[src/rtl/mem_arbiter.sv]
// rtl/mem_arbiter.sv - two-master arbiter onto one memory-port slave
// Round-robin or fixed-priority grant, BUSY watchdog, fully registered outputs.
module mem_arbiter #(
    parameter int FIXED_PRIORITY = 0,
    parameter int TIMEOUT        = 1024
) (
    input  logic        clk,
    input  logic        reset,
    input  logic        m0_mem_valid,
    input  logic [31:0] m0_mem_addr,
    input  logic [31:0] m0_mem_wdata,
    input  logic [3:0]  m0_mem_wstrb,
    output logic        m0_mem_ready,
    output logic [31:0] m0_mem_rdata,
    output logic        m0_mem_error,
    input  logic        m1_mem_valid,
    input  logic [31:0] m1_mem_addr,
    input  logic [31:0] m1_mem_wdata,
    input  logic [3:0]  m1_mem_wstrb,
    output logic        m1_mem_ready,
    output logic [31:0] m1_mem_rdata,
    output logic        m1_mem_error,
    output logic        mem_valid,
    output logic [31:0] mem_addr,
    output logic [31:0] mem_wdata,
    output logic [3:0]  mem_wstrb,
    input  logic        mem_ready,
    input  logic [31:0] mem_rdata,
    input  logic        mem_error
);
    localparam int CW = (TIMEOUT > 1) ? $clog2(TIMEOUT) : 1;
    localparam logic [CW-1:0] CNT_LAST = (TIMEOUT > 0) ? CW'(TIMEOUT - 1) : '0;

    typedef enum logic [1:0] {IDLE, BUSY, DONE} state_t;

    state_t         state_q;
    logic [CW-1:0]  busy_cnt_q;
    logic           gnt_q;
    logic           last_q;
    logic           mem_valid_q;
    logic [31:0]    mem_addr_q;
    logic [31:0]    mem_wdata_q;
    logic [3:0]     mem_wstrb_q;
    logic           m0_ready_q;
    logic           m1_ready_q;
    logic [31:0]    m0_rdata_q;
    logic [31:0]    m1_rdata_q;
    logic           m0_error_q;
    logic           m1_error_q;

    logic           gnt_d;
    logic           timeout_hit;
    logic [31:0]    cpl_rdata;
    logic           cpl_error;

    // gnt_d: 1 selects m1; a tie goes to the port not granted last unless m0 is fixed winner
    always_comb begin
        gnt_d = m1_mem_valid;
        if (m0_mem_valid && m1_mem_valid) begin
            gnt_d = (FIXED_PRIORITY != 0) ? 1'b0 : ~last_q;
        end
    end

    assign timeout_hit = (TIMEOUT > 0) && (busy_cnt_q == CNT_LAST);
    // A real slave answer beats a simultaneous watchdog expiry
    assign cpl_rdata   = mem_ready ? mem_rdata : 32'h0;
    assign cpl_error   = mem_ready ? mem_error : 1'b1;

    always_ff @(posedge clk) begin
        if (reset) begin
            state_q     <= IDLE;
            busy_cnt_q  <= '0;
            gnt_q       <= 1'b0;
            last_q      <= 1'b1;
            mem_valid_q <= 1'b0;
            mem_addr_q  <= 32'h0;
            mem_wdata_q <= 32'h0;
            mem_wstrb_q <= 4'h0;
            m0_ready_q  <= 1'b0;
            m1_ready_q  <= 1'b0;
            m0_rdata_q  <= 32'h0;
            m1_rdata_q  <= 32'h0;
            m0_error_q  <= 1'b0;
            m1_error_q  <= 1'b0;
        end else begin
            m0_ready_q <= 1'b0;
            m1_ready_q <= 1'b0;
            case (state_q)
                IDLE: begin
                    if (m0_mem_valid || m1_mem_valid) begin
                        gnt_q       <= gnt_d;
                        mem_valid_q <= 1'b1;
                        mem_addr_q  <= gnt_d ? m1_mem_addr  : m0_mem_addr;
                        mem_wdata_q <= gnt_d ? m1_mem_wdata : m0_mem_wdata;
                        mem_wstrb_q <= gnt_d ? m1_mem_wstrb : m0_mem_wstrb;
                        busy_cnt_q  <= '0;
                        state_q     <= BUSY;
                    end
                end
                BUSY: begin
                    if (mem_ready || timeout_hit) begin
                        mem_valid_q <= 1'b0;
                        last_q      <= gnt_q;
                        state_q     <= DONE;
                        if (gnt_q) begin
                            m1_ready_q <= 1'b1;
                            m1_rdata_q <= cpl_rdata;
                            m1_error_q <= cpl_error;
                        end else begin
                            m0_ready_q <= 1'b1;
                            m0_rdata_q <= cpl_rdata;
                            m0_error_q <= cpl_error;
                        end
                    end else begin
                        busy_cnt_q <= busy_cnt_q + CW'(1);
                    end
                end
                DONE: state_q <= IDLE;
                default: state_q <= IDLE;
            endcase
        end
    end

    assign mem_valid    = mem_valid_q;
    assign mem_addr     = mem_addr_q;
    assign mem_wdata    = mem_wdata_q;
    assign mem_wstrb    = mem_wstrb_q;
    assign m0_mem_ready = m0_ready_q;
    assign m0_mem_rdata = m0_rdata_q;
    assign m0_mem_error = m0_error_q;
    assign m1_mem_ready = m1_ready_q;
    assign m1_mem_rdata = m1_rdata_q;
    assign m1_mem_error = m1_error_q;
endmodule

[config.mk]
export PLATFORM = sky130hd
export DESIGN_NAME = mem_arbiter
export DESIGN_NICKNAME = d
export VERILOG_FILES = /design/src/rtl/mem_arbiter.sv
export SDC_FILE = /design/constraint.sdc
export NUM_CORES = 1
export LEC_CHECK = 0
export ABC_CLOCK_PERIOD_IN_PS = 3500
export BUFFER_PORTS_ARGS = -buffer_cell sky130_fd_sc_hd__clkbuf_2
export CORE_MARGIN = 8
export CORE_UTILIZATION = 46
export DETAILED_ROUTE_END_ITERATION = 10
export HOLD_SLACK_MARGIN = 0.02
export PLACE_DENSITY = 0.87
export SLEW_MARGIN = 20
export SYNTH_ARGS = -nofsm -noshare
export SYNTH_HDL_FRONTEND = slang
export SYNTH_SLANG_ARGS = --single-unit
[constraint.sdc]
create_clock -name clk -period 3.5 [get_ports clk]
set_clock_uncertainty 0.2 [all_clocks]
set_input_delay 0.35 -clock clk [delete_from_list [all_inputs] [get_ports clk]]
set_output_delay 0.35 -clock clk [all_outputs]
set_load 0.02 [all_outputs]
==> flow_summary.json <==
{
  "result_of_the_run": "finished, final reports clean",
  "syn_area_per_cell_sq_um": 9.75,
  "timing.reg2reg.worst_path_depth": 6,
  "number_of_global_route_vias_before_repair": 6185,
  "synth_mux_area_frac": 0.114,
  "drt-wirelength-per-cell_um": 18.1,
  "port_buffers": 310,
  "routed_via_density": 5.44,
  "dieHeight_um": 132,
  "min_period_over_period": 0.659,
  "dieArea_sq_um": 17300,
  "globalRouteTotalUtil": 0.228,
  "yosys.area.top_type_share": 0.491,
  "h-tree-depth": 4,
  "worst_hold_path.num_cells": 3,
  "hold_path_end": "mem_wdata[16]",
  "antenna_violating_nets_post_route": 0,
  "cts_sinks": 151,
  "synthSimpleGateAreaFrac": 0.111,
  "p_per_area_nw_per_um2": 526,
  "drt_pass1_iterations": 6,
  "end_kind": "flop",
  "yosys_register_bits": 151,
  "drive_above_1_share": 0.411,
  "synth-compound-area-share": 0.230,
  "synth_nets": 806,
  "place.detailed.hpwl_um": 14200,
  "initial_core_util": 0.468,
  "cts-buffers-inserted": 17,
  "grt_overflow_total": 0,
  "ys.warnings.count": 0,
  "data_arrival_time_of_the_critical_path_ns": 2.46,
  "coreArea_sq_um": 13100,
  "design.portCount": 311,
  "synth-async-reset-ratio": 0,
  "power.static_leakage_uw": 0.00404,
  "worstSetupPathType": "reg -> reg",
  "grt_pass1_wl_um": 32400,
  "max_capacitance_violation_count": 0,
  "num_vias": 6129,
  "clock_latency_ns": 0.42,
  "synth_edf_count": 0,
  "syn_inst": 631,
  "post_cts_clock_slew_at_the_launch_and_capture_registers_of_the_worst_setup_and_hold_paths_ns": 0.07,
  "slew_viols_final": 0,
  "antenna_found_initial": 0,
  "placed_cell_area_sq_um": 7760,
  "areaGrowthSynthToFinish_pct": 40.8,
  "insertedDiodeCount": 0,
  "maxSlewHeadroom": 0.543,
  "drtIter0Drc": 413,
  "rsz0062_at_grt": "false",
  "setup_violating_endpoint_count_in_the_final_report": 0,
  "holdCritStartpoint": "m0_mem_wdata[16]",
  "max_clock_freq_ghz": 0.434,
  "postSynth.topFlopCell": "sky130_fd_sc_hd__dfxtp_1",
  "routed_wl_um": 20400,
  "die_width_um": 132,
  "dominant_combinational_cell_family_by_area_after_synthesis": "compound AO/OA/AOI/OAI gates",
  "ys_types": 40,
  "synth_area_sq_um": 6150,
  "r2r_slack_ns": 1.19,
  "period_needed_ns": 2.31,
  "final_area_sq_um": 8660,
  "vdd_ir_drop_max_uv": 304,
  "synthXorXnorAreaFrac": 0,
  "tritoncts_clock_tree": "yes",
  "total_power_uw": 4560,
  "synthDominantAreaCellType": "sky130_fd_sc_hd__dfxtp_1",
  "r2r_start": "busy_cnt_q[0]",
  "setup-tns-final_ns": 0,
  "max-clock-path-buffers": 2,
  "crit_required_ns": 3.65,
  "drt_drc_violations_left": 0,
  "core.rowCount": 42,
  "timing.critical_path.fanout_max": 34,
  "timing.rr.end": "m1_mem_rdata[10]",
  "yosys-top-cells-area": "sky130_fd_sc_hd__dfxtp_1, sky130_fd_sc_hd__mux2i_1, sky130_fd_sc_hd__a211oi_1",
  "clk_root_buffer_cell": "sky130_fd_sc_hd__clkbuf_16",
  "final_weighted_congestion_of_routability_driven_global_placement": 0.819,
  "maximum_number_of_pins_on_one_net_before_global_route_repair": 76,
  "max_slew.worst_pin.slew_ns": 0.686,
  "post_synth_fa_ha_maj_area_fraction": 0.00203,
  "synth_seq_area_share": 0.491,
  "min-delay-path-class": "in -> reg",
  "worstSetupStartpointType": "flop",
  "nNetsFinal": 1112,
  "timing_hold_violations_final": 0,
  "final_core_util": 0.660
}
==> routing by layer <==
metal	part of all wire	up-vias	GRT usage
li1	-	2976	-
met1	0.39	2765	0.246
met2	0.50	352	0.395
met3	0.089	36	0.0800
met4	0.024	0	0.0989
met5	0	-	0
==> area by class of cell <==
type	count	area, sq um
Clock buffer	17	425
Clock inverter	15	166
Fill cell	1027	4470
Multi-Input combinational cell	413	2840
Sequential cell	151	3020
Tap cell	176	220
Timing Repair Buffer	354	1990
==> stage by stage <==
| stage | cells | setup WS, ns | hold slack (ns) |
|---|---|---|---|
| after CTS | 1126 | 1.22 | 0.0320 |
| after global placement | 1063 | 1.31 | 0.249 |
| final | 1126 | 1.19 | 0.0408 |
| after global routing | 1126 | 1.04 | 0.0442 |
| after floorplan | 631 | 1.42 | 0.257 |
| after detailed placement | 1063 | 1.26 | 0.256 |
==> synth_stat cells (2+ instances only) <==
master and number:
sky130_fd_sc_hd__nor2_1 76, sky130_fd_sc_hd__dfxtp_1 151, sky130_fd_sc_hd__nor3_1 3, sky130_fd_sc_hd__a211oi_1 70, sky130_fd_sc_hd__o21ai_0 35, sky130_fd_sc_hd__a21oi_1 40, sky130_fd_sc_hd__a41oi_1 2, sky130_fd_sc_hd__buf_1 3
sky130_fd_sc_hd__or3_1 2, sky130_fd_sc_hd__buf_2 13, sky130_fd_sc_hd__buf_6 6, sky130_fd_sc_hd__a41o_1 2, sky130_fd_sc_hd__clkbuf_1 44, sky130_fd_sc_hd__o32ai_1 2, sky130_fd_sc_hd__nand4_1 2, sky130_fd_sc_hd__a32o_1 4
sky130_fd_sc_hd__nand3_1 42, sky130_fd_sc_hd__nand2b_1 6, sky130_fd_sc_hd__and4_1 2, sky130_fd_sc_hd__a32o_2 28, sky130_fd_sc_hd__nand2_1 7, sky130_fd_sc_hd__a31oi_1 4, sky130_fd_sc_hd__mux2i_1 70
==> critical path: stages (launching register included) <==
cell and delay, ns:
sky130_fd_sc_hd__dfxtp_1 0.39, sky130_fd_sc_hd__ha_1 0.22, sky130_fd_sc_hd__and4_1 0.38, sky130_fd_sc_hd__a41oi_4 0.17, sky130_fd_sc_hd__nor4b_4 0.23, sky130_fd_sc_hd__buf_4 0.39, sky130_fd_sc_hd__a32o_2 0.24
==> repair_timing <==
item,in CTS,in global routing
endpoints found under the hold margin,57,0
gates resized for setup,0,0
setup buffers,0,0
hold buffers,31,0
==> worst max path at each step <==
stage                             start                to  slack (ns)  cells after the start
after global placement    busy_cnt_q[0]  m1_mem_rdata[14]        1.31                      6
after CTS                 busy_cnt_q[0]  m1_mem_rdata[17]        1.22                      6
after global routing      busy_cnt_q[0]  m1_mem_rdata[22]        1.04                      6
after detailed placement  busy_cnt_q[0]  m1_mem_rdata[30]        1.26                      6
final                     busy_cnt_q[0]  m1_mem_rdata[10]        1.19                      6
after floorplan           busy_cnt_q[0]  m1_mem_rdata[10]        1.42                      7
==> registers in the layout (all words and copies together) (netlist names) <==
signal	flops
m0_mem_rdata	32
mem_addr	32
m1_mem_ready	1
last_q	1
m1_mem_rdata	32
mem_wdata	32
m0_mem_error	1
m1_mem_error	1
mem_wstrb	4
busy_cnt_q	10
state_q	2
mem_valid	1
m0_mem_ready	1
gnt_q	1
==> cells by family after synthesis <==
| kind of cell | count (synthesis) |
|---|---|
| DFF | 151 |
| and+or+nand+nor | 147 |
| buffers and inverters | 67 |
| AOI/OAI and AO/OA | 195 |
| muxes | 70 |
| adders and majority gates | 1 |
==> cell usage in the layout, fill, tap and decap left out, types with 2 or more instances in the layout <==
| cell | count |
|---|---|
| sky130_fd_sc_hd__clkbuf_2 | 309 |
| sky130_fd_sc_hd__dfxtp_1 | 151 |
| sky130_fd_sc_hd__nor2_1 | 75 |
| sky130_fd_sc_hd__mux2i_1 | 70 |
| sky130_fd_sc_hd__a211oi_1 | 70 |
| sky130_fd_sc_hd__nand3_1 | 42 |
| sky130_fd_sc_hd__a21oi_1 | 40 |
| sky130_fd_sc_hd__o21ai_0 | 35 |
| sky130_fd_sc_hd__dlygate4sd3_1 | 31 |
| sky130_fd_sc_hd__a32o_2 | 28 |
| sky130_fd_sc_hd__clkbuf_16 | 17 |
| sky130_fd_sc_hd__buf_4 | 12 |
| sky130_fd_sc_hd__nand2_1 | 7 |
| sky130_fd_sc_hd__nand2b_1 | 6 |
| sky130_fd_sc_hd__a32o_1 | 4 |
| sky130_fd_sc_hd__nor3_1 | 3 |
| sky130_fd_sc_hd__a31oi_1 | 3 |
| sky130_fd_sc_hd__clkinvlp_4 | 3 |
| sky130_fd_sc_hd__inv_8 | 3 |
| sky130_fd_sc_hd__clkinv_2 | 3 |
| sky130_fd_sc_hd__inv_6 | 3 |
| sky130_fd_sc_hd__and4_1 | 2 |
| sky130_fd_sc_hd__a41o_1 | 2 |
| sky130_fd_sc_hd__a41oi_1 | 2 |
| sky130_fd_sc_hd__or3_1 | 2 |
| sky130_fd_sc_hd__nand4_1 | 2 |
| sky130_fd_sc_hd__o32ai_1 | 2 |
| sky130_fd_sc_hd__bufinv_16 | 2 |
| sky130_fd_sc_hd__buf_12 | 2 |
==> power breakdown <==
part | internal (uW) | switching, uW | total (uW)
Clock | 1070 | 766 | 1830
Sequential | 1840 | 62.9 | 1900
Combinational | 319 | 508 | 828
Total | 3220 | 1340 | 4560
(Power assumes the default switching activity.)
